`src/rtl/mux_sel_reg.sv`:
```
// Registered N-input selector with valid/ready on every input and on the output.
// Optional round-robin arbitration is compiled in when MUX_SEL_RR_EN is defined.
module mux_sel_reg #(
    parameter int DATA_W = 32,
    parameter int N_IN   = 4,
    parameter int SEL_W  = 2
) (
    input  logic                   clk,
    input  logic                   rst,
    input  logic                   mode,
    input  logic [SEL_W-1:0]       sel,
    input  logic [N_IN*DATA_W-1:0] in_data,
    input  logic [N_IN-1:0]        in_valid,
    output logic [N_IN-1:0]        in_ready,
    output logic [DATA_W-1:0]      out_data,
    output logic [SEL_W-1:0]       out_chan,
    output logic                   out_valid,
    input  logic                   out_ready
);

    logic              load_en;
    logic              use_rr;
    logic [N_IN-1:0]   grant;
    logic              grant_any;
    logic [SEL_W-1:0]  grant_idx;
    logic [DATA_W-1:0] grant_data;

`ifdef MUX_SEL_RR_EN
    logic [SEL_W-1:0]  rr_ptr;
    assign use_rr = mode;
`else
    logic unused_mode;
    assign unused_mode = mode;
    assign use_rr      = 1'b0;
`endif

    // The output slot is free when empty or when its word leaves this cycle.
    assign load_en  = !out_valid || out_ready;
    assign in_ready = (rst || !load_en) ? '0 : grant;

    // NOTE: every always_comb output gets a default first, so no path can infer a latch.
    always_comb begin
        grant      = '0;
        grant_any  = 1'b0;
        grant_idx  = '0;
        grant_data = '0;
        if (use_rr) begin
`ifdef MUX_SEL_RR_EN
            // Channels above rr_ptr first, then wrap to 0..rr_ptr.
            for (int i = 0; i < N_IN; i++) begin
                if (!grant_any && in_valid[i] && (SEL_W'(i) > rr_ptr)) begin
                    grant[i]   = 1'b1;
                    grant_any  = 1'b1;
                    grant_idx  = SEL_W'(i);
                    grant_data = in_data[i*DATA_W +: DATA_W];
                end
            end
            for (int i = 0; i < N_IN; i++) begin
                if (!grant_any && in_valid[i] && (SEL_W'(i) <= rr_ptr)) begin
                    grant[i]   = 1'b1;
                    grant_any  = 1'b1;
                    grant_idx  = SEL_W'(i);
                    grant_data = in_data[i*DATA_W +: DATA_W];
                end
            end
`endif
        end else begin
            // An out-of-range sel matches no channel and so grants nothing.
            for (int i = 0; i < N_IN; i++) begin
                if ((sel == SEL_W'(i)) && in_valid[i]) begin
                    grant[i]   = 1'b1;
                    grant_any  = 1'b1;
                    grant_idx  = SEL_W'(i);
                    grant_data = in_data[i*DATA_W +: DATA_W];
                end
            end
        end
    end

    // NOTE: state is written with non-blocking assignments so every register samples pre-edge values.
    always_ff @(posedge clk) begin
        if (rst) begin
            out_valid <= 1'b0;
            out_data  <= '0;
            out_chan  <= '0;
        end else if (load_en) begin
            if (grant_any) begin
                out_valid <= 1'b1;
                out_data  <= grant_data;
                out_chan  <= grant_idx;
            end else begin
                out_valid <= 1'b0;
            end
        end
    end

`ifdef MUX_SEL_RR_EN
    // Reset to the last channel so the first search begins at channel 0.
    always_ff @(posedge clk) begin
        if (rst) begin
            rr_ptr <= SEL_W'(N_IN - 1);
        end else if (load_en && grant_any && use_rr) begin
            rr_ptr <= grant_idx;
        end
    end
`endif

endmodule

```
`config.mk`:
```
export PLATFORM = sky130hd
export DESIGN_NAME = mux_sel_reg
export DESIGN_NICKNAME = d
export VERILOG_FILES = /design/src/rtl/mux_sel_reg.sv
export SDC_FILE = /design/constraint.sdc
export NUM_CORES = 1
export LEC_CHECK = 0
export ABC_CLOCK_PERIOD_IN_PS = 2700
export CAP_MARGIN = 40
export CORE_AREA = 3 3 86 88
export CTS_CLUSTER_SIZE = 8
export DETAILED_ROUTE_END_ITERATION = 8
export DIE_AREA = 0 0 89 91
export PLACE_DENSITY = 0.93
export SYNTH_ARGS = -nofsm -noshare
export SYNTH_HDL_FRONTEND = slang
export SYNTH_SLANG_ARGS = --single-unit
```
`constraint.sdc`:
```
create_clock -name clk -period 2.7 [get_ports clk]
set_input_delay 0.54 -clock clk [delete_from_list [all_inputs] [get_ports clk]]
set_output_delay 0.54 -clock clk [all_outputs]
set_load 0.01 [all_outputs]
```
=== Yosys cells after proc, flatten, opt, wreduce, memory -nomap -nowiden ===
Cells that the tools add are included.

* Equal/unequal tests: 3
* Multiplexer cells: 16
* Reduce and logical (&&, ||, !) cells: 10

{| class="wikitable"
|+ Operators by type and width
! operator !! count
|-
| $mux W32 || 4
|-
| $mux W1 || 9
|-
| $eq A2 B2 Y1 const B || 2
|-
| $logic_and A1 B1 Y1 || 4
|-
| $mux W2 || 2
|-
| $mux W4 || 1
|-
| $eq A2 B1 Y1 const B || 1
|-
| $logic_not A1 Y1 || 2
|-
| $logic_not A2 Y1 || 1
|-
| $logic_or A1 B1 Y1 || 2
|-
| $reduce_and A2 Y1 || 1
|}

* Register bits after elaboration: 35
* Bits of input ports: 138
* Word-level logic and storage cells: 32

=== Depth between registers and ports, before layout ===
* Depth in word-level cells: 7
* Depth in mapped cells: 6
* Gate-level depth less buffers: 3

=== Worst setup path before layout ===
OpenSTA, ideal clock, no wires.

* Path type: input to output
* Start: in sel[0]
* End: out in_ready[1]
* Arrival time: 1.641 ns
* Required time: 2.160 ns
* Setup slack: 0.519 ns
* Stages on the path: 5
* Path buffers: 3
* Cell sequence: clkbuf_1 > clkbuf_1 > buf_1 > nand2_1 > nor3_1

* Cells in the longest elaborated chain, start to end: 4

{| class="wikitable"
|+ RTL lines
! item !! line !! source
|-
| start: declaration || 11 || <nowiki>input logic [SEL_W-1:0] sel,</nowiki>
|-
| $eq A2 B1 Y1 || 70 || <nowiki>if ((sel == SEL_W'(i)) && in_valid[i]) begin</nowiki>
|-
| $logic_and A1 B1 Y1 || 70 ||
|-
| $mux W1 || 70 ||
|-
| $mux W4 || 39 || <nowiki>assign in_ready = (rst || !load_en) ? '0 : grant;</nowiki>
|-
| end: declaration || 14 || <nowiki>output logic [N_IN-1:0] in_ready,</nowiki>
|}

No other way between the ends.

=== Final worst setup path ===
* Start: in out_ready
* End: out in_ready[1]

* Cells in the longest elaborated chain, start to end: 4

{| class="wikitable"
|+ RTL lines
! item !! line !! source
|-
| start: declaration || 18 || <nowiki>input logic out_ready</nowiki>
|-
| $logic_or A1 B1 Y1 || 38 || <nowiki>assign load_en = !out_valid || out_ready;</nowiki>
|-
| $logic_not A1 Y1 || 39 ||
|-
| $logic_or A1 B1 Y1 || 39 ||
|-
| $mux W4 || 39 ||
|}

No other way between the ends.

==> results.cfg <==
[status]
status = completed

[clock_network]
clockBufferDepth = 2
cts-root-buf = clkbuf_8
cts_tree = yes
cts.sinks = 35
clk_pin_slew_ns = 0.06
postCtsHoldBufs = 0
clk_latency_ns = 0.29
htreeDepth = 2
numCtsBuffers = 5
post_cts_buffers = 0

[global_route]
met1_usage_pct = 26.7
top_usage_layer = met2
antenna_found_initial = 0
grt_first_pass_wirelength_um = 15300
grt_max_degree = 132
grt_use_met2_pct = 41.2
grt_overflow = 0
track_usage_pct = 23.8
grt_use_met3_pct = 8.17
first_global_vias = 3202

[drt]
wl_per_cell_um = 19.3
vias = 3292
viasPerCell = 6.28
drc = 0
drt_iter0_drc = 117
ant_nets = 0
drt-pass1-iter-count = 5
drt-total-wl_um = 10100

[critical_path]
arrival_ns = 2.11
worstPathRequired_ns = 2.16
cp_max_fo = 3
critPathKind = in2out
end_kind = output port
start_kind = input port

[logic_synthesis]
synth.avg_cell_area_sq_um = 9.05
yosys_warnings = 0
yosysSeqAreaShare_pct = 26.1
syn_area_sq_um = 2690
syn-num-nets = 435
synth_cell_types = 25
syn_inst = 297
synth-seq-cells = 35

[pwr]
ir_drop_mv = 0.170
leakage_nw = 1.63
total_power_w = 0.00154
p_per_area_nw_per_um2 = 338

[floorplanning]
die_x_um = 89
initial_core_util_pct = 40.0
die_h_um = 91
die_area_sq_um = 8100
num_rows = 30
io_pins = 177
core_sq_um = 6720

[flow_run]
maxCapViolCount = 0

[finish]
mostFrequentLayoutCell = clkdlybuf4s50_1
fill_cells = 526
layout_common_cells = clkdlybuf4s50_1, nand4b_1, nand4_1
seq_area_sq_um = 701
final_area_sq_um = 4550
layout-drive-gt1-share_pct = 6.76
syn2layout_area_growth_pct = 69.5
fin_nets = 581
multi_input_area_sq_um = 1760
diodes = 0

[timing]
finalSetupViolations = 0
slew_headroom_pct = 57.8
tightest_slew_ns = 0.632
min_period_ns = 2.65
finalHoldViolations = 0
rsz0062_at_grt = false
period_share_pct = 98.1
final_max_slew_viol_count = 0
fmax_mhz = 377
skew_ns = 0.00853

[min_path]
hold_class = reg2reg

[place]
routabilityCongestion = 0.772
placed_area_sq_um = 4450
hpwlAfterDp_um = 7170
portBuffers = 175
critical path: stages:
cell             delay (ns)
clkdlybuf4s50_1        0.47
nand2b_1               0.17
nand2b_1               0.11
nor3_1                 0.23
clkdlybuf4s50_1        0.58
metal layers:
metal	vias up	share of wire (%)
li1	1539	-
met1	1562	38
met2	173	49
met3	18	11
met4	0	1.9
met5	-	0
registers in the layout (all words and copies together) (netlist names):
register,cells
out_data,32
out_chan,2
out_valid,1
through the flow:
stage	hold WS (ns)	TNS, ns	cells	setup WS [ns]	utilization (%)
after floorplan	0.510	0	297	0.519	-
after global placement	0.449	0	516	0.0882	66.2
after detailed placement	0.462	-0.0224	516	-0.0224	66.2
after CTS	0.480	0	524	0.0107	67.7
after global routing	0.496	0	524	0.000377	67.8
final	0.477	0	524	0.0506	67.8
timing repair:
| action | in CTS | in global routing |
|---|---|---|
| gates resized for setup | 1 | 2 |
| setup endpoints to repair | 1 | 1 |
| gates cloned | 0 | 0 |
cell families after synthesis:
group | synth area share, %
AO/OA/AOI/OAI | 11.7
multiplexers | 1.68
buffers and inverters | 9.03
AND/OR/NAND/NOR | 51.5
flip-flops | 26.1
cells in the mapped netlist:
cell type	n	area, sq um
dfxtp_1	35	701
nor2_1	1	3.75
or4bb_1	32	360
inv_1	1	3.75
a21oi_1	1	5.00
nand3_1	1	5.00
nand4b_1	64	561
nor3_1	1	5.00
and4b_1	1	10.0
a21oi_2	1	8.76
mux2_2	2	22.5
nor2b_1	1	6.26
nand2b_1	2	12.5
buf_6	4	45.0
nand2_1	1	3.75
buf_1	5	18.8
nand4_1	64	400
buf_2	2	10.0
and3b_1	1	8.76
nor4b_1	1	8.76
a32o_1	2	20.0
a22o_1	32	280
clkbuf_1	38	143
buf_4	3	22.5
mux4_2	1	22.5
where the power goes:
part,switching [W],total (W),internal [W],leakage (nW)
combinational,0.000215,0.000549,0.000334,1.30
sequential,0.0000173,0.000565,0.000548,0.285
clock,0.000190,0.000423,0.000233,0.0515
cell type report:
type / count / share of cell area, %
well taps: 80 / 2.20
multi-input cells: 209 / 38.6
inverters: 1 / 0.0824
repair buffers: 191 / 41.5
clock buffers: 8 / 2.20
flip-flops and latches: 35 / 15.4
final timing paths:
check,start,endpoint,slack [ns],cells past startpoint
max,out_ready,in_ready[1],0.05,5
min reg2reg,out_data[7],out_data[7],0.48,1
max reg2reg,out_valid,out_data[1],1.36,5
min,out_data[7],out_data[7],0.48,1
No activity file was read; power rests on OpenSTA's default activity.
